$ cat config.mk
export PLATFORM = sky130hd
export DESIGN_NAME = demux2_reg
export DESIGN_NICKNAME = d
export VERILOG_FILES = /design/src/rtl/demux2_reg.sv
export SDC_FILE = /design/constraint.sdc
export NUM_CORES = 1
export LEC_CHECK = 0
export BUFFER_PORTS_ARGS = -buffer_cell sky130_fd_sc_hd__buf_2
export CAP_MARGIN = 20
export CORE_MARGIN = 2
export CORE_UTILIZATION = 29
export DETAILED_ROUTE_END_ITERATION = 8
export PLACE_DENSITY = 0.59
export SYNTH_ARGS = -nofsm -noshare
export SYNTH_HDL_FRONTEND = slang
export SYNTH_SLANG_ARGS = --single-unit
$ cat constraint.sdc
create_clock -name clk -period 1.7 [get_ports clk]
set_clock_uncertainty 0.2 [all_clocks]
set_input_delay 0.34 -clock clk [delete_from_list [all_inputs] [get_ports clk]]
set_output_delay 0.34 -clock clk [all_outputs]
set_load 0.01 [all_outputs]
$ cat src/rtl/demux2_reg.sv
// demux2_reg: registered 1-to-2 demultiplexer with a single valid/ready slot per output.
// Define DEMUX2_COUNT_EN to add the A_count/B_count delivered-word counters.
module demux2_reg #(
  parameter int WIDTH = 8
) (
  input  logic             clk,
  input  logic             reset,
  input  logic [WIDTH-1:0] in_data,
  input  logic             sel,
  input  logic             in_valid,
  output logic             in_ready,
  output logic [WIDTH-1:0] A,
  output logic             A_valid,
  input  logic             A_ready,
  output logic [WIDTH-1:0] B,
  output logic             B_valid,
  input  logic             B_ready
`ifdef DEMUX2_COUNT_EN
  ,
  output logic [15:0]      A_count,
  output logic [15:0]      B_count
`endif
);

  logic [WIDTH-1:0] a_data_q, a_data_d;
  logic [WIDTH-1:0] b_data_q, b_data_d;
  logic             a_valid_q, a_valid_d;
  logic             b_valid_q, b_valid_d;
  logic             a_take, b_take;
  logic             in_fire, a_load, b_load;

  assign a_take = a_valid_q & A_ready;
  assign b_take = b_valid_q & B_ready;

  // A slot that is draining this cycle can be reloaded in the same cycle; the other slot is ignored.
  assign in_ready = ~reset & (sel ? (~b_valid_q | B_ready) : (~a_valid_q | A_ready));
  assign in_fire  = in_valid & in_ready;
  assign a_load   = in_fire & ~sel;
  assign b_load   = in_fire & sel;

  always_comb begin
    // NOTE: every output gets a default first so no latch is inferred on the hold paths.
    a_data_d  = a_data_q;
    a_valid_d = a_valid_q;
    b_data_d  = b_data_q;
    b_valid_d = b_valid_q;
    if (a_load) begin
      a_data_d  = in_data;
      a_valid_d = 1'b1;
    end else if (a_take) begin
      a_valid_d = 1'b0;
    end
    if (b_load) begin
      b_data_d  = in_data;
      b_valid_d = 1'b1;
    end else if (b_take) begin
      b_valid_d = 1'b0;
    end
  end

  always_ff @(posedge clk) begin
    // NOTE: payload registers are reset too, because A and B must read zero after reset.
    if (reset) begin
      a_data_q  <= '0;
      b_data_q  <= '0;
      a_valid_q <= 1'b0;
      b_valid_q <= 1'b0;
    end else begin
      // NOTE: non-blocking assignments so every register samples pre-edge values.
      a_data_q  <= a_data_d;
      b_data_q  <= b_data_d;
      a_valid_q <= a_valid_d;
      b_valid_q <= b_valid_d;
    end
  end

  assign A       = a_data_q;
  assign A_valid = a_valid_q;
  assign B       = b_data_q;
  assign B_valid = b_valid_q;

`ifdef DEMUX2_COUNT_EN
  logic [15:0] a_count_q, b_count_q;

  // Counters wrap naturally at 16 bits.
  always_ff @(posedge clk) begin
    if (reset) begin
      a_count_q <= 16'h0000;
      b_count_q <= 16'h0000;
    end else begin
      if (a_take) a_count_q <= a_count_q + 16'd1;
      if (b_take) b_count_q <= b_count_q + 16'd1;
    end
  end

  assign A_count = a_count_q;
  assign B_count = b_count_q;
`endif

endmodule
Word-level counts from Yosys, hierarchy flattened. Cells that the tools add are included.

Register bits after elaboration: 18. Bits in latches: 0. Memory bits (writable): 0. Memory bits (read-only): 0. Input bits: 14. Word-level logic and storage cells: 23. Memories: 0.

Add/subtract/negate cells: 0. $mul: 0. Div/mod/pow operators: 0. Order comparisons: 0. Equality and inequality tests: 0. Shifts and indexed selects: 0. Muxes and demuxes: 5. Bitwise logic cells: 12. Reductions and logical operators: 2.

Operators by type and width (number): 1-bit AND (6); 1-bit two-way mux (5); 1-bit inverter (4); 2-bit nonzero test (2); 1-bit bitwise OR (2).

Depth between registers and ports, before layout.
Depth in word-level cells: 7. Gate-level depth with buffers: 5.

Worst setup path after synthesis. OpenSTA, ideal clock, no wires.

Path type: in2out. Start point: input port A_ready. End point: output port in_ready. Arrival: 0.902 ns. Required time: 1.160 ns. Slack: 0.258 ns. Stages on the path: 3. Buffers on the path: 0. Path through: nand2b_1 -> nor2_1 -> a211oi_1.

Word-level cells in the longest chain between the ends: 3.

Ends and longest elaborated chain: start: declaration (RTL line 14) `input logic A_ready,`; 1-bit bitwise OR (RTL line 36) `assign in_ready = ~reset & (sel ? (~b_valid_q | B_ready) : (~a_valid_q | A_ready));`; 1-bit two-way mux (RTL line 36); 1-bit AND (RTL line 36); end: declaration (RTL line 11) `output logic in_ready,`.

Every way passes these cells.

Worst setup path in the final report.
Start point: register a_valid_q, in the netlist A_valid. End point: output port in_ready.

Word-level cells in the longest chain between the ends: 4.

Ends and longest elaborated chain: start: declaration (RTL line 27) `logic a_valid_q, a_valid_d;`; start signal: assignment (RTL line 72) `a_valid_q <= a_valid_d;`; 1-bit inverter (RTL line 36); 1-bit bitwise OR (RTL line 36); 1-bit two-way mux (RTL line 36); 1-bit AND (RTL line 36).

Every way passes these cells.

==> summary.log <==
INFO  placement      standard_cell_area_after_detailed_placement=0.001005mm2
INFO  finish         nets=125
INFO  logic_synthesis edff_count_synth=0
INFO  worst_setup_path r2r_cells=4
INFO  floorplanning  placeableCoreArea=0.002734mm2
INFO  worst_setup_path ordered_list_of_cells_on_the_worst_path=nand2b_4 > nor2_1 > a211oi_2 > buf_2
INFO  floorplanning  start_util=30.11%
INFO  finish         drive_gt1_share=51.38%
INFO  timing         max_slew_margin=87.05%
INFO  cts            cts_hold_buffers=0
INFO  worst_hold_path holdCritPathClass=primary input to register
INFO  cts            tritoncts_clock_tree=yes
INFO  timing         final_period_minus_worst_setup_slack=1.612ns
INFO  cts            cts.htree.levels=1
INFO  placement      post-place-ws=0.1678ns
INFO  cts            cts_made_buffers=3
INFO  power          power.static_leakage=0.0005142uW
INFO  logic_synthesis synth_area_leader_cell=sky130_fd_sc_hd__dfxtp_1
INFO  logic_synthesis syn-mean-instance-area=10.98um2
INFO  power          vdd.ir_drop.worst=0.0004471V
INFO  timing         final_critical_path_setup_slack=0.08802ns
INFO  worst_setup_path crit_path_max_incr_delay=0.34ns
INFO  routing        avgRoutedWirePerCell=12.56um
INFO  routing        antenna_left=0
INFO  logic_synthesis top_cell_type_s_share_of_synthesized_area=43.77%
INFO  logic_synthesis post_synth_num_cell_types=15
INFO  worst_setup_path timing.reg2reg.setup_slack=0.36ns
INFO  logic_synthesis synth.area.top_cells=sky130_fd_sc_hd__dfxtp_1, sky130_fd_sc_hd__mux2_4, sky130_fd_sc_hd__a31o_1, sky130_fd_sc_hd__nand2b_1, sky130_fd_sc_hd__nor2b_1
INFO  routing        detailedRoute.firstPassIterationCount=4
INFO  placement      port-buffer-count=32
INFO  routing        post_drt_via_cell_ratio=4.750
INFO  worst_setup_path timing.critical_path.required=1.16ns
INFO  worst_setup_path worstReg2RegStart=A_valid
INFO  worst_setup_path crit_path_start_kind=register
INFO  job            max-cap-violations=0
INFO  logic_synthesis synth.cell_area=823.3um2
INFO  finish         num_antenna_cells=0
INFO  logic_synthesis synthCells=75
INFO  worst_setup_path criticalPathCategory=register to output port
INFO  worst_setup_path timing.critical_path.from=A_valid
INFO  outcome        status=finished, final reports clean
INFO  global_route   grt_antenna_before_repair=0
INFO  routing        drc=0
INFO  cts            clock_tree.root_cell=sky130_fd_sc_hd__clkbuf_4
INFO  timing         max_freq=0.6204GHz
INFO  logic_synthesis synth_sequential_area_ratio=43.77%
INFO  worst_setup_path cp_max_fo=2
INFO  timing         min_period_over_period=94.82%
INFO  cts            clk_pin_slew=0.10ns
INFO  cts            worstSkewPairLatency=0.29ns
INFO  logic_synthesis async_flop_share=0%
INFO  floorplanning  floorplan.rows=19
INFO  global_route   first_pass_grt_wire_length=2.732mm
INFO  worst_hold_path whs_endpoint=B[1]
INFO  timing         setup_viol=0
INFO  floorplanning  die_y=57.28um
INFO  routing        drt_wl_total=1.759mm
INFO  timing         final.setup.tns=0ns
INFO  floorplanning  die_width=57.28um
INFO  floorplanning  fp.dieArea=0.003281mm2
INFO  logic_synthesis synth_flop_cell=sky130_fd_sc_hd__dfxtp_1
INFO  finish         num-fill-cells=280
INFO  power          total_power=797.4uW
INFO  worst_setup_path worst_ep_arrival_time=1.07ns
INFO  global_route   grt_max_degree=18
INFO  worst_hold_path min_from=in_data[1]
INFO  worst_setup_path timing.rr.end=A[5]
INFO  routing        num_vias=665
INFO  global_route   gr-total-overflow=0
INFO  routing        drtIter0Drc=9
INFO  cts            clock_sink_count=18
INFO  power          power_per_cell_area=754.2mW/mm2
INFO  floorplanning  i_o_pin_count=33
INFO  logic_synthesis most_frequent_cell_after_synthesis=sky130_fd_sc_hd__dfxtp_1
INFO  timing         number_of_hold_violations_in_the_final_report=0
INFO  placement      place.gp.congestion=0.6936
INFO  timing         fin_hold_ws=0.08431ns
INFO  worst_setup_path crit_path_max_delay_cell_type=sky130_fd_sc_hd__dfxtp_2
INFO  logic_synthesis synth.ff_latch_count=18
INFO  placement      place_hpwl=1.252mm
INFO  logic_synthesis synthesis.yosys.warnings=0
INFO  cts            largest_buffer_count_on_any_clock_path=2
INFO  logic_synthesis syn-num-nets=89
INFO  global_route   global_route.usage.total=11.04%
INFO  timing         timing.final.max_slew_violations=0
INFO  finish         fin_area=0.001057mm2
INFO  timing         grt_setup_unrepaired=false
INFO  timing         worst_slew_pin_slew=0.1941ns
INFO  global_route   grt_pass1_vias=633
INFO  worst_hold_path timing.hold.worst_path_depth=2
INFO  finish         area_growth=28.42%
INFO  logic_synthesis synthTopCellsByCount=sky130_fd_sc_hd__dfxtp_1, sky130_fd_sc_hd__nand2b_1, sky130_fd_sc_hd__nor2b_1
INFO  worst_setup_path worstSetupEndpointType=output port
## sequential cells by signal, indices dropped and copies added, names as in the netlist
signal   cells
A_valid      1
A            8
B_valid      1
B            8
## critical path: cells and delay by family, from the launching register on
family | cells | cell delay, ns
buf+inv | 1 | 0.15
flops | 1 | 0.34
simple gates | 2 | 0.11
compound gates | 1 | 0.18
## cell type report
class	count	area, um2	share of cell area (%)
Clock buffer	3	22.52	2.130
Multi-Input combinational cell	51	435.4	41.18
Sequential cell	18	362.8	34.32
Tap cell	31	38.79	3.669
Timing Repair Buffer	37	197.7	18.70
## how the worst max path moves through the flow
stage               endpoint  slack, ns
floorplan           in_ready       0.26
global placement    in_ready       0.17
detailed placement  in_ready       0.17
CTS                 in_ready       0.03
global route        in_ready       0.03
finish              in_ready       0.09
## cells by family (layout without fill, tap and decap cells)
group / count (synthesis) / count (layout) / synth area share (%)
compound gates: 18 / 18 / 15.35
simple gates: 25 / 25 / 20.52
flops: 18 / 18 / 43.77
buf+inv: 6 / 40 / 5.774
mux: 8 / 8 / 14.59
## per-layer routing
metal / vias to the layer above / global-route usage (%) / routed length, um / share of wire (%)
met2: 22 / 17.41 / 783 / 45
li1: 326 / - / - / -
met4: 0 / 6.312 / 11 / 0.63
met3: 2 / 4.082 / 130 / 7.4
met5: - / 0 / 0 / 0
met1: 315 / 12.89 / 833 / 47
## repair_timing
item | in CTS | in global routing
setup buffers | 0 | 1
pin swaps | 0 | 1
resized for setup | 2 | 4
endpoints found under the setup margin | 1 | 1
endpoints found under the hold margin | 0 | 0
## power by group
| group | internal (uW) | switching (uW) | leakage, uW | total [uW] |
|---|---|---|---|---|
| Sequential | 445 | 11.5 | 0.000148 | 456 |
| Clock | 82.2 | 125 | 0.0000138 | 207 |
| Combinational | 71.8 | 62.3 | 0.000352 | 134 |
## metrics by stage
stage | cells | util, %
after floorplan | 75 | -
final | 140 | 38.67
after CTS | 139 | 37.89
after global placement | 136 | 36.75
after global routing | 140 | 38.67
after detailed placement | 136 | 36.75
## cells in the final DEF (no fill, tap or decap), types with 2 or more instances in the layout
| cell type | synthesis | final |
|---|---|---|
| sky130_fd_sc_hd__mux2_4 | 8 | 8 |
| sky130_fd_sc_hd__buf_2 | 2 | 32 |
| sky130_fd_sc_hd__nand2b_1 | 10 | 9 |
| sky130_fd_sc_hd__a31o_1 | 8 | 8 |
| sky130_fd_sc_hd__dfxtp_2 | 0 | 2 |
| sky130_fd_sc_hd__nor2_1 | 3 | 3 |
| sky130_fd_sc_hd__dfxtp_1 | 18 | 16 |
| sky130_fd_sc_hd__clkbuf_4 | 0 | 3 |
| sky130_fd_sc_hd__nor2b_1 | 9 | 8 |
| sky130_fd_sc_hd__a21oi_1 | 8 | 8 |
| sky130_fd_sc_hd__buf_4 | 0 | 5 |
(Power assumes the default switching activity.)
